`config.mk`:
```
export PLATFORM = sky130hd
export DESIGN_NAME = ddr3_app_arbiter
export DESIGN_NICKNAME = d
export VERILOG_FILES = /design/src/rtl/ddr3_app_arbiter.sv
export SDC_FILE = /design/constraint.sdc
export NUM_CORES = 1
export LEC_CHECK = 0
export BUFFER_PORTS_ARGS = -buffer_cell sky130_fd_sc_hd__buf_2
export CORE_MARGIN = 10
export CORE_UTILIZATION = 44
export CTS_BUF_LIST = sky130_fd_sc_hd__clkbuf_4 sky130_fd_sc_hd__clkbuf_8
export CTS_CLUSTER_DIAMETER = 40
export DETAILED_ROUTE_END_ITERATION = 8
export PLACE_DENSITY_LB_ADDON = 0.25
export SKIP_LAST_GASP = 1
export SLEW_MARGIN = 20
export SYNTH_ARGS = -nofsm -noshare
export SYNTH_HDL_FRONTEND = slang
export SYNTH_SLANG_ARGS = --single-unit
```
`constraint.sdc`:
```
create_clock -name I_dma_clk -period 3.2 [get_ports I_dma_clk]
set_clock_uncertainty 0.2 [all_clocks]
set_input_delay 0.64 -clock I_dma_clk [delete_from_list [all_inputs] [get_ports I_dma_clk]]
set_output_delay 0.64 -clock I_dma_clk [all_outputs]
set_load 0.005 [all_outputs]
```
`src/rtl/ddr3_app_arbiter.sv`:
```
// DDR3 app-port arbiter: one write and one read requester share the
// controller, one burst in flight, alternating on contention.
module ddr3_app_arbiter #(
   parameter int ADDR_WIDTH  = 28,
   parameter int BURST_WIDTH = 6,
   parameter int CMD_WIDTH   = 3
) (
   input  logic                   I_dma_clk,
   input  logic                   I_rst_n,
   input  logic                   I_init_calib_complete,
   input  logic                   I_wr_req,
   input  logic [ADDR_WIDTH-1:0]  I_wr_addr,
   input  logic [BURST_WIDTH-1:0] I_wr_burst,
   output logic                   O_wr_gnt,
   output logic                   O_wr_pull,
   output logic                   O_wr_done,
   input  logic                   I_rd_req,
   input  logic [ADDR_WIDTH-1:0]  I_rd_addr,
   input  logic [BURST_WIDTH-1:0] I_rd_burst,
   output logic                   O_rd_gnt,
   output logic                   O_rd_valid,
   output logic                   O_rd_done,
   input  logic                   I_cmd_ready,
   output logic [CMD_WIDTH-1:0]   O_cmd,
   output logic                   O_cmd_en,
   output logic [ADDR_WIDTH-1:0]  O_addr,
   output logic [BURST_WIDTH-1:0] O_app_burst_number,
   input  logic                   I_wr_data_rdy,
   output logic                   O_wr_data_en,
   output logic                   O_wr_data_end,
   input  logic                   I_rd_data_valid
);

   typedef enum logic [2:0] {
      IDLE, WR_CMD, WR_DATA, RD_CMD, RD_DATA
   } state_t;

   state_t                 state_q, state_d;
   logic [BURST_WIDTH-1:0] cnt_q, cnt_d;
   logic [BURST_WIDTH-1:0] burst_q, burst_d;
   logic [ADDR_WIDTH-1:0]  addr_q, addr_d;
   logic [CMD_WIDTH-1:0]   cmd_q, cmd_d;
   logic                   last_rd_q, last_rd_d;
   logic                   wr_gnt_q, wr_gnt_d;
   logic                   rd_gnt_q, rd_gnt_d;
   logic                   wr_done_q, wr_done_d;
   logic                   rd_done_q, rd_done_d;
   logic                   cmd_en, wr_en, wr_end, rd_vld;

   always_comb begin
      state_d   = state_q;
      cnt_d     = cnt_q;
      burst_d   = burst_q;
      addr_d    = addr_q;
      cmd_d     = cmd_q;
      last_rd_d = last_rd_q;
      wr_gnt_d  = 1'b0;
      rd_gnt_d  = 1'b0;
      wr_done_d = 1'b0;
      rd_done_d = 1'b0;
      cmd_en    = 1'b0;
      wr_en     = 1'b0;
      wr_end    = 1'b0;
      rd_vld    = 1'b0;
      // Losing calibration abandons the burst silently
      if (!I_init_calib_complete) begin
         state_d = IDLE;
         cnt_d   = '0;
      end else begin
         unique case (state_q)
            IDLE: begin
               cnt_d = '0;
               if (I_wr_req && (!I_rd_req || last_rd_q)) begin
                  state_d  = WR_CMD;
                  addr_d   = I_wr_addr;
                  burst_d  = I_wr_burst;
                  cmd_d    = '0;
                  wr_gnt_d = 1'b1;
               end else if (I_rd_req) begin
                  state_d  = RD_CMD;
                  addr_d   = I_rd_addr;
                  burst_d  = I_rd_burst;
                  cmd_d    = CMD_WIDTH'(1);
                  rd_gnt_d = 1'b1;
               end
            end
            WR_CMD: begin
               cmd_en = I_cmd_ready;
               cnt_d  = '0;
               if (I_cmd_ready) state_d = WR_DATA;
            end
            RD_CMD: begin
               cmd_en = I_cmd_ready;
               cnt_d  = '0;
               if (I_cmd_ready) state_d = RD_DATA;
            end
            WR_DATA: begin
               wr_en  = I_wr_data_rdy;
               wr_end = wr_en && (cnt_q == burst_q);
               if (wr_end) begin
                  state_d   = IDLE;
                  cnt_d     = '0;
                  wr_done_d = 1'b1;
                  last_rd_d = 1'b0;
               end else if (wr_en) begin
                  cnt_d = cnt_q + 1'b1;
               end
            end
            RD_DATA: begin
               rd_vld = I_rd_data_valid;
               if (rd_vld && (cnt_q == burst_q)) begin
                  state_d   = IDLE;
                  cnt_d     = '0;
                  rd_done_d = 1'b1;
                  last_rd_d = 1'b1;
               end else if (rd_vld) begin
                  cnt_d = cnt_q + 1'b1;
               end
            end
            default: state_d = IDLE;
         endcase
      end
   end

   always_ff @(posedge I_dma_clk or negedge I_rst_n) begin
      if (!I_rst_n) begin
         state_q   <= IDLE;
         cnt_q     <= '0;
         burst_q   <= '0;
         addr_q    <= '0;
         cmd_q     <= '0;
         last_rd_q <= 1'b1;
         wr_gnt_q  <= 1'b0;
         rd_gnt_q  <= 1'b0;
         wr_done_q <= 1'b0;
         rd_done_q <= 1'b0;
      end else begin
         state_q   <= state_d;
         cnt_q     <= cnt_d;
         burst_q   <= burst_d;
         addr_q    <= addr_d;
         cmd_q     <= cmd_d;
         last_rd_q <= last_rd_d;
         wr_gnt_q  <= wr_gnt_d;
         rd_gnt_q  <= rd_gnt_d;
         wr_done_q <= wr_done_d;
         rd_done_q <= rd_done_d;
      end
   end

   assign O_wr_gnt           = wr_gnt_q;
   assign O_rd_gnt           = rd_gnt_q;
   assign O_wr_done          = wr_done_q;
   assign O_rd_done          = rd_done_q;
   assign O_cmd              = cmd_q;
   assign O_addr             = addr_q;
   assign O_app_burst_number = burst_q;
   assign O_cmd_en           = cmd_en;
   assign O_wr_data_en       = wr_en;
   assign O_wr_pull          = wr_en;
   assign O_wr_data_end      = wr_end;
   assign O_rd_valid         = rd_vld;

endmodule

```
Yosys cells after proc, flatten, opt, wreduce, memory -nomap -nowiden --
Cells that the tools add are included.
Word-level totals: bits in registers 51, input bits 76, output and inout port bits 46, logic and storage cells 84
Operators by class: add/subtract/negate cells 1, equal/unequal tests 15, muxes and demuxes 44, reductions and logical operators 14
Operator list (count):
- 2-to-1 mux 28 bit | 2
- 2-to-1 mux 6 bit | 7
- 2-to-1 mux 3 bit | 9
- 2-to-1 mux 1 bit | 23
- one-hot mux 6 bit (3 select lines) | 1
- one-hot mux 3 bit (5 select lines) | 1
- inequality test 3 bit, second input constant | 4
- inequality test 4 bit, second input constant | 3
- adder 6 x 1 -> 6 bit, second input constant | 1
- == test 3 x 2 -> 1 bit, second input constant | 2
- == test 6 bit | 1
- AND reduction 3 bit | 2
- AND reduction 5 bit | 1
- inequality test 2 bit, second input constant | 2
- inequality test 4 x 2 -> 1 bit, second input constant | 1
- AND reduction 4 bit | 1
- nonzero test 2 bit | 2
- == test 3 x 1 -> 1 bit, second input constant | 1
- == test 3 bit, second input constant | 1
- logical AND 1 bit | 3
- zero test 3 bit | 1
- OR reduction 3 bit | 1
- one-hot mux 1 bit (2 select lines) | 1
- OR reduction 2 bit | 1
- 2 further kinds | 2

Logic depth before layout (Yosys ltp) --
Gate-level depths: netlist of run 1.
depth after elaboration 6, depth in mapped cells 8, gate-level depth less buffers 5

Least setup slack after synthesis of run 1 --
OpenSTA, ideal clock, no wires.
path kind register to output, start register burst_q[4] (netlist: O_app_burst_number[4]), end output O_wr_data_end, data arrival time 1.219 ns, data required time 2.360 ns, setup slack 1.141 ns, cell stages (with the launch flop) 4, path buffers 0, cells stage by stage dfrtp_1 > xor2_1 > nor4_2 > and3_1
On the way: longest elaborated chain between the ends 4
Ends and longest elaborated chain:
- start: declaration | line 40 | logic [BURST_WIDTH-1:0] burst_q, burst_d;
- start signal: assignment | line 140 | burst_q <= burst_d;
- == test 6 bit | line 99 | wr_end = wr_en && (cnt_q == burst_q);
- logical AND 1 bit | line 99
- 2-to-1 mux 1 bit | line 70 | unique case (state_q)
- 2-to-1 mux 1 bit | line 66 | if (!I_init_calib_complete) begin
- end: declaration | line 30 | output logic O_wr_data_end,
Every way passes these cells.

Final worst setup path of run 1 --
start register cnt_q[4], end output O_wr_data_end
On the way: longest elaborated chain between the ends 4
Ends and longest elaborated chain:
- start: declaration | line 39 | logic [BURST_WIDTH-1:0] cnt_q, cnt_d;
- start signal: assignment | line 139 | cnt_q <= cnt_d;
- == test 6 bit | line 99
- logical AND 1 bit | line 99
- 2-to-1 mux 1 bit | line 70
- 2-to-1 mux 1 bit | line 66
Every way passes these cells.

==> flow_summary.ini, run 1 <==
[status]
status = complete, no violations

[drt]
antenna_left = 0
drc = 0
drtIter0Drc = 37
vias = 2142
post_drt_wl_per_cell_microns = 15.0
wl_microns = 6430
viasPerCell = 5.00
drt_first_pass_iters = 4

[floorplan]
dieArea_sq_um = 8970
start_util_pct = 44.9
rows = 27
die_w_microns = 94.7
coreArea_sq_um = 5470
io_pins = 122
die_height_microns = 94.7

[setup_path]
arrival_ns = 1.80
crit_path_end_kind = primary output
worst-r2r-setup-slack_ns = 0.92
r2r_cells = 5
setup.worst_path.start = cnt_q[4]$_DFFE_PN0P_
worstPathCellList = xor2_1, nor4_2, and3_1, buf_2
r2r_end = cnt_q[4]$_DFFE_PN0P_
crit_fanout = 5
cpMaxStageDelayCell = nor4_2
crit_required_ns = 2.36
critical_path_class = flip-flop to primary output
cpLargestDelayFamily = simple AND/OR/NAND/NOR gates
slowest_delay_ns = 0.54
start_kind = flip-flop
path_buf_inv = 1
rr_startpoint = cnt_q[4]$_DFFE_PN0P_

[synthesis]
seq_area_frac_synth_pct = 50.0
ys_types = 40
synth-async-reset-ratio_pct = 100
synth_edf_count = 0
yosysWarnings = 0
ys_seq_elements = 49
avgSynthCellArea_sq_um = 10.3
syn_area_sq_um = 2450
synthCells = 239
synth_flop_cell = dfrtp_1

[sta]
worstMarginPinSlew_ns = 0.919
fmax_mhz = 379
finalCritPeriodShare_pct = 82.5
drv_slew = 0
tns_ns = 0
post-route-min-period_ns = 2.64
rsz0062_at_grt = false
finalHoldViolations = 0
setup_ws_ns = 0.560
setup_viol = 0
slew_headroom_pct = 38.3

[placed_design]
dp.cells = 420
dp_hpwl_microns = 5220
place_worst_setup_slack_ns = 0.863
place.gp.congestion = 0.857
port_buffers = 119

[layout]
final_core_util_pct = 58.6
drive_gt1_share_pct = 39.3
area_growth_pct = 30.7
fin_cells = 428
diodes = 0
fin_nets = 432

[power]
power_w = 0.00206
power_density_nw_per_um2 = 642
ir_worst_vdd_mv = 0.323
p_leak_nw = 1.76

[cts]
cts_buffer_depth = 2
h-tree-depth = 2
postCtsSetupRepairBufs = 0
cts_buffers = 5
cts_resized = 0
path_clk_slew_ns = 0.08
clk_latency_ns = 0.29
cts_root_buf = clkbuf_8
cts_tree = done
numClockSinks = 49
cts_hold_buf = 0

[grt]
grt_max_degree = 57
use_met1_pct = 15.9
use_met3_pct = 4.36
antenna_found_initial = 0
grt_usage_pct = 13.6
grt_busiest_layer = met2
grt_remaining_overflow = 0
grt_pass1_vias = 2098
grt_first_pass_wirelength_microns = 10000
grt_util_met2_pct = 23.4

[flow_run]
maxCapViolations = 0

[min_path]
min_path_type = input port to async pin
==> worst register-to-register path, stage by stage (launching register included) <==
cell and delay [ns]:
dfrtp_1 0.43, xor2_1 0.17, nor4_2 0.54, a31o_2 0.34, nand2_1 0.17, a221o_1 0.33
==> power by group <==
group	leakage, nW	total [W]	switching [W]	internal (W)
Clock	0.0439	0.000343	0.000192	0.000151
Sequential	0.579	0.000977	0.000136	0.000841
Combinational	1.13	0.000740	0.000389	0.000351
==> Yosys cell counts, drive strengths merged, types with 2 or more instances <==
library cell | instances | area [sq um]
nor2 | 32 | 120
a221o | 4 | 40.0
and3 | 4 | 25.0
nor3 | 2 | 15.0
a21oi | 29 | 145
mux2i | 35 | 350
and2 | 3 | 18.8
clkbuf | 3 | 11.3
dfrtp | 48 | 1200
buf | 13 | 72.6
o21ai | 10 | 50.1
nand2b | 2 | 12.5
a21boi | 2 | 15.0
nand2 | 12 | 45.0
inv | 4 | 15.0
nor2b | 5 | 31.3
xor2 | 6 | 52.6
nand3 | 3 | 15.0
a2111oi | 4 | 40.0
==> routing by layer <==
metal / wire length, microns / vias to the layer above / part of all wire [%]
met3: 570 / 2 / 8.9
met1: 2580 / 981 / 40
met4: 47 / 0 / 0.73
li1: - / 1079 / -
met5: 0 / - / 0
met2: 3230 / 80 / 50
==> stage by stage <==
stage | area (sq um) | hold WS, ns
after CTS | 3210 | 0.136
after detailed placement | 3120 | 0.292
after global placement | 3120 | 0.290
final | 3210 | 0.126
after floorplan | 2460 | 0.144
after global routing | 3210 | 0.157
==> area by class of cell <==
type                    count  area (sq um)
multi-input cells         171          1140
fillers                   525          2260
clock inverters             3          17.5
repair buffers            124           646
clock buffers               5          68.8
well taps                  72          90.1
inverters                   4          15.0
flip-flops and latches     49          1230
==> cell families after synthesis <==
group | after synthesis | synth area share [%]
AOI/OAI and AO/OA | 58 | 15.2
xor gates and xnor gates | 6 | 2.14
adders and majority gates | 1 | 0.510
buffers and inverters | 20 | 4.03
DFF | 49 | 50.0
muxes | 36 | 14.7
other | 1 | 0.153
and+or+nand+nor | 68 | 13.3
==> registers in the layout, summed over array words and instances, names as in the netlist <==
signal,count
O_app_burst_number,6
last_rd_q,1
O_rd_gnt,1
state_q,3
O_rd_done,1
O_wr_gnt,1
O_addr,28
cnt_q,6
O_wr_done,1
O_cmd,1
==> worst max path at each step <==
stage	endpoint	cells past startpoint
3_5_place_dp	O_addr[25]$_DFFE_PN0P_	6
3_3_place_gp	O_wr_data_end	5
4_1_cts	O_wr_data_end	4
2_1_floorplan	O_wr_data_end	3
5_1_grt	O_wr_data_end	4
6_report	O_wr_data_end	4
==> cells in the final DEF (no fill, tap or decap), types with 2 or more instances in the layout <==
cell,Yosys,final
a2111oi_1,4,4
a21boi_0,2,2
a21oi_1,29,29
a221o_1,4,4
and2_1,3,3
and3_1,4,4
buf_2,10,119
buf_4,3,4
clkbuf_8,0,5
clkinv_2,0,2
conb_1,1,2
dfrtp_1,48,48
inv_1,4,4
mux2i_1,35,35
nand2_1,12,12
nand2b_1,2,2
nand3_1,3,3
nor2_1,32,32
nor2b_1,5,5
o21ai_0,6,5
o21ai_1,4,4
xor2_1,6,6
Note: power is estimated with default switching activity, not from simulation.
==> run 2: changes to the inputs <==
CORE_UTILIZATION = 43   (was 44)
clock period = 2.2 ns   (was 3.2 ns; I/O delays follow)
==> run 2 against run 1 <==
Effect of this change: the run now ends with negative setup slack left; count of clock-buffer cells in the layout rose by 2; sequential share of layout area fell by 1.7 points; combinational power is 58% higher; critical path depth increased by 1; flip-flop and latch count stayed put; routed wire length up 4.8%; non-clock buffer count rose by 8.
==> flow_summary.ini, run 2 (synthesis gave the netlist of run 1 again) <==
[status]
status = finished with violations
violations = negative setup slack

[drt]
drtIter0Drc = 46
post_drt_wl_per_cell_microns = 15.4
antenna_left = 0
wl_microns = 6730
drc = 0
vias = 2144
drt_first_pass_iters = 4
viasPerCell = 4.92

[power]
p_leak_nw = 1.83
ir_worst_vdd_mv = 0.502
power_density_nw_per_um2 = 966

[placed_design]
dp.cells = 422
dpl_cell_area_sq_um = 3180
port_buffers = 119
place.gp.congestion = 0.838
dp_hpwl_microns = 5310
place_worst_setup_slack_ns = 0.0714

[sta]
drv_slew = 0
whs_ns = 0.172
slew_headroom_pct = 43.6
rsz0062_at_grt = true
post-route-min-period_ns = 2.24
worstMarginPinSlew_ns = 0.840
setup_viol = 1
finalHoldViolations = 0
fmax_mhz = 446
setup_ws_ns = -0.0425
finalCritPeriodShare_pct = 102

[layout]
fin_cells = 436
fin_nets = 440
largest_reg_flops = 28
n_fill_cell = 498
drive_gt1_share_pct = 41.2
design_area_sq_um = 3360
diodes = 0
layout_commonest_cell = buf_2
area_growth_pct = 37.0
mostFrequentLayoutCells = buf_2 (118), dfrtp_1 (48), mux2i_1 (35)

[cts]
cts_buffer_depth = 2
path_clk_slew_ns = 0.09
clk_latency_ns = 0.30
numClockSinks = 49
cts_root_buf = clkbuf_8
cts_buffers = 5
cts_tree = done
h-tree-depth = 2

[setup_path]
slowest_delay_ns = 0.40
crit_path_end_kind = primary output
start_kind = flip-flop
cpMaxStageDelayCell = dfrtp_1
rr_startpoint = cnt_q[0]$_DFFE_PN0P_
arrival_ns = 1.60
setup.worst_path.start = cnt_q[0]$_DFFE_PN0P_
crit_required_ns = 1.56
crit_fanout = 4
worstPathCellList = xor2_1, nor4_2, buf_4, and3_4, buf_6
critical_path_class = flip-flop to primary output

[min_path]
min_path_type = input port to flip-flop
min_from = I_cmd_ready

[floorplan]
coreArea_sq_um = 5510
dieArea_sq_um = 9130
die_w_microns = 95.6
io_pins = 122
start_util_pct = 44.6
die_height_microns = 95.6
rows = 27

[grt]
grt_max_degree = 57
antenna_found_initial = 1
grt_pass1_vias = 2217
grt_first_pass_wirelength_microns = 10400
grt_usage_pct = 14.2
grt_remaining_overflow = 0

[flow_run]
maxCapViolations = 0
## run 2: changes by cell type in the layout (fill, tap and decap cells not counted), sizes merged
cell	change
dlygate4sd3	+1
clkinv	-2
buf	+7
clkbuf	+2
bufinv	+1
clkinvlp	-1
## run 2: final timing paths
check / to / cells past startpoint / slack (ns)
setup / recovery: O_wr_data_end / 5 / -0.04
hold reg to reg: O_cmd[0]$_DFFE_PN0P_ / 2 / 0.30
max in group asynchronous: O_addr[11]$_DFFE_PN0P_ / 3 / 0.88
min in group asynchronous: cnt_q[5]$_DFFE_PN0P_ / 2 / 0.37
setup reg to reg: cnt_q[4]$_DFFE_PN0P_ / 6 / 0.11
hold / removal: state_q[0]$_DFFE_PN0P_ / 2 / 0.17
## run 2: final cells by class
class / instances / area, sq um / share of cell area, %
sequential: 49 / 1230 / 36.5
multi-input combinational: 171 / 1160 / 34.4
timing repair buffer: 132 / 752 / 22.4
clock buffer: 7 / 90.1 / 2.68
tap: 72 / 90.1 / 2.68
clock inverter: 1 / 30.0 / 0.893
inverter: 4 / 15.0 / 0.447
## run 2: metrics by stage
step	util (%)	total power (W)	setup TNS, ns
after floorplan	-	0.00199	0
after global placement	57.7	0.00254	0
after detailed placement	57.7	0.00258	0
after CTS	60.9	0.00330	-0.0195
after global routing	61.1	0.00351	-0.129
final	61.1	0.00325	-0.0425
## run 2: what timing repair did
action	4_1_cts	5_1_grt
setup buffers	6	0
setup endpoints to repair	1	2
cloned	0	0
endpoints found under the hold margin	11	0
hold buffers	1	0
resized for setup	2	2
pin swaps	2	0
## run 2: power breakdown
| group | internal (W) | switching, W |
|---|---|---|
| clock network | 0.000383 | 0.000285 |
| logic | 0.000570 | 0.000595 |
| registers | 0.00122 | 0.000191 |
| total | 0.00218 | 0.00107 |
## run 2: layer usage
| layer | up-vias | global-route usage [%] | routed length, microns |
|---|---|---|---|
| li1 | 1086 | - | - |
| met3 | 9 | 4.63 | 607 |
| met5 | - | 0 | 7 |
| met4 | 2 | 5.90 | 104 |
| met2 | 74 | 24.2 | 3370 |
| met1 | 973 | 16.0 | 2650 |
## run 2: worst max-delay path, delay by kind of cell (launching register included)
kind                      cells  cell delay, ns
xor gates and xnor gates      1            0.18
buffers and inverters         2            0.27
DFF                           1            0.40
and+or+nand+nor               2            0.46
==> run 3: changes to the inputs <==
CELL_PAD_IN_SITES_DETAIL_PLACEMENT = 1   (was default)
CELL_PAD_IN_SITES_GLOBAL_PLACEMENT = 1   (was default)
CORE_UTILIZATION = 30   (was 43)
CTS_BUF_LIST = sky130_fd_sc_hd__clkbuf_16   (was sky130_fd_sc_hd__clkbuf_4 sky130_fd_sc_hd__clkbuf_8)
==> run 3 against run 2 <==
Effect of this change: the run still ends with negative setup slack left; worst setup slack worse by 0.012 ns; utilization shrank 17 points; register-to-register slack got worse by 0.04 ns; critical path depth decreased by 1; flip-flop and latch count unchanged; first-iteration DRC count up 61%; fmax shrank 0.51%; clock power is 6.7% higher; cell count up 7.6%; largest cell class unchanged.
==> flow_summary.ini, run 3 (synthesis gave the netlist of run 1 again) <==
[grt]
grt_pass1_vias = 2347
antenna_found_initial = 0
grt_remaining_overflow = 0
grt_max_degree = 57
grt_usage_pct = 11.6
grt_first_pass_wirelength_microns = 12100

[cts]
numClockSinks = 49
path_clk_slew_ns = 0.06
h-tree-depth = 2
clk_latency_ns = 0.28
cts_buffer_depth = 2
cts_tree = done
cts_root_buf = clkbuf_16
cts_buffers = 5

[status]
status = finished with violations
violations = negative setup slack

[sta]
finalHoldViolations = 0
rsz0062_at_grt = true
setup_viol = 1
slew_headroom_pct = 62.2
fmax_mhz = 444
whs_ns = 0.218
setup_ws_ns = -0.0541
post-route-min-period_ns = 2.25
finalCritPeriodShare_pct = 102
drv_slew = 0
worstMarginPinSlew_ns = 0.567

[layout]
final_core_util_pct = 44.2
mostFrequentLayoutCells = buf_2 (118), dfrtp_1 (47), mux2i_1 (35)
diodes = 0
area_growth_pct = 41.4
fin_nets = 443
n_fill_cell = 944
drive_gt1_share_pct = 43.1
fin_cells = 469
layout_commonest_cell = buf_2
largest_reg_flops = 28

[placed_design]
dp.cells = 451
dp_hpwl_microns = 6010
place.gp.congestion = 0.795
port_buffers = 119

[flow_run]
maxCapViolations = 0

[setup_path]
crit_required_ns = 1.56
crit_fanout = 6
cpLargestDelayFamily = simple AND/OR/NAND/NOR gates
crit_path_end_kind = primary output
path_buf_inv = 1
critical_path_class = flip-flop to primary output
slowest_delay_ns = 0.45
worstPathCellList = xor2_1, nor2_1, and3_4, buf_6
start_kind = flip-flop
arrival_ns = 1.61
cpMaxStageDelayCell = dfrtp_1

[min_path]
min_path_type = input port to flip-flop

[drt]
post_drt_wl_per_cell_microns = 16.1
drtIter0Drc = 74
drc = 0
viasPerCell = 4.69
vias = 2198
antenna_left = 0
wl_microns = 7550
drt_first_pass_iters = 4

[power]
ir_worst_vdd_mv = 0.364
p_leak_nw = 1.84
power_density_nw_per_um2 = 967

[floorplan]
coreArea_sq_um = 7850
die_height_microns = 110
start_util_pct = 31.3
die_w_microns = 110
rows = 32
dieArea_sq_um = 12200
io_pins = 122
[run 3: final timing paths]
path	start	endpoint	slack [ns]	depth (start not counted)
min in group asynchronous	I_rst_n	O_app_burst_number[0]$_DFFE_PN0P_	0.47	2
setup / recovery	cnt_q[3]$_DFFE_PN0P_	O_wr_data_end	-0.05	4
hold reg to reg	O_cmd[0]$_DFFE_PN0P_	O_cmd[0]$_DFFE_PN0P_	0.31	2
max in group asynchronous	I_rst_n	O_addr[0]$_DFFE_PN0P_	0.79	3
setup reg to reg	cnt_q[4]$_DFFE_PN0P_	cnt_q[3]$_DFFE_PN0P_	0.07	7
hold / removal	I_cmd_ready	state_q[0]$_DFFE_PN0P_	0.22	2
[run 3: cell type report]
class / count / area (sq um) / share of cell area, %
Sequential cell: 49 / 1230 / 35.4
Timing Repair Buffer: 135 / 762 / 22.0
Multi-Input combinational cell: 171 / 1200 / 34.6
Clock buffer: 5 / 125 / 3.60
Tap cell: 102 / 128 / 3.68
Inverter: 4 / 15.0 / 0.433
Clock inverter: 3 / 12.5 / 0.360
[run 3: power breakdown]
part,leakage [nW],switching [W],internal [W],total [W]
registers,0.577,0.000202,0.00122,0.00143
logic,1.20,0.000630,0.000585,0.00122
clock network,0.0687,0.000302,0.000411,0.000713
total,1.84,0.00113,0.00222,0.00336
[run 3: routing by layer]
layer / global-route usage, % / up-vias / wire length [microns]
met1: 14.5 / 1036 / 3360
met3: 2.81 / 4 / 332
met4: 2.85 / 0 / 90
met5: 0 / - / 0
li1: - / 1093 / -
met2: 19.5 / 65 / 3770
[run 3: worst register-to-register path, delay by kind of cell, from the launching register on]
| kind | cells | cell delay (ns) |
|---|---|---|
| AO/OA/AOI/OAI | 3 | 0.90 |
| flip-flops | 1 | 0.41 |
| buffers and inverters | 2 | 0.28 |
| XOR/XNOR | 1 | 0.21 |
| AND/OR/NAND/NOR | 1 | 0.07 |
[run 3: what timing repair did]
| action | in CTS | in global routing |
|---|---|---|
| hold buffers | 1 | 0 |
| pin swaps | 1 | 3 |
| resized for setup | 1 | 12 |
| endpoints found under the hold margin | 19 | 0 |
| setup buffers | 5 | 4 |
| setup endpoints to repair | 1 | 11 |
[run 3: per-stage QoR]
stage	area [sq um]	setup TNS (ns)	setup WS, ns	power (W)
final	3470	-0.0541	-0.0541	0.00336
after global routing	3470	-0.265	-0.106	0.00364
after CTS	3380	-0.116	-0.0481	0.00340
after detailed placement	3190	0	0.0689	0.00263
after global placement	3190	0	0.112	0.00257
after floorplan	2460	0	0.225	0.00199
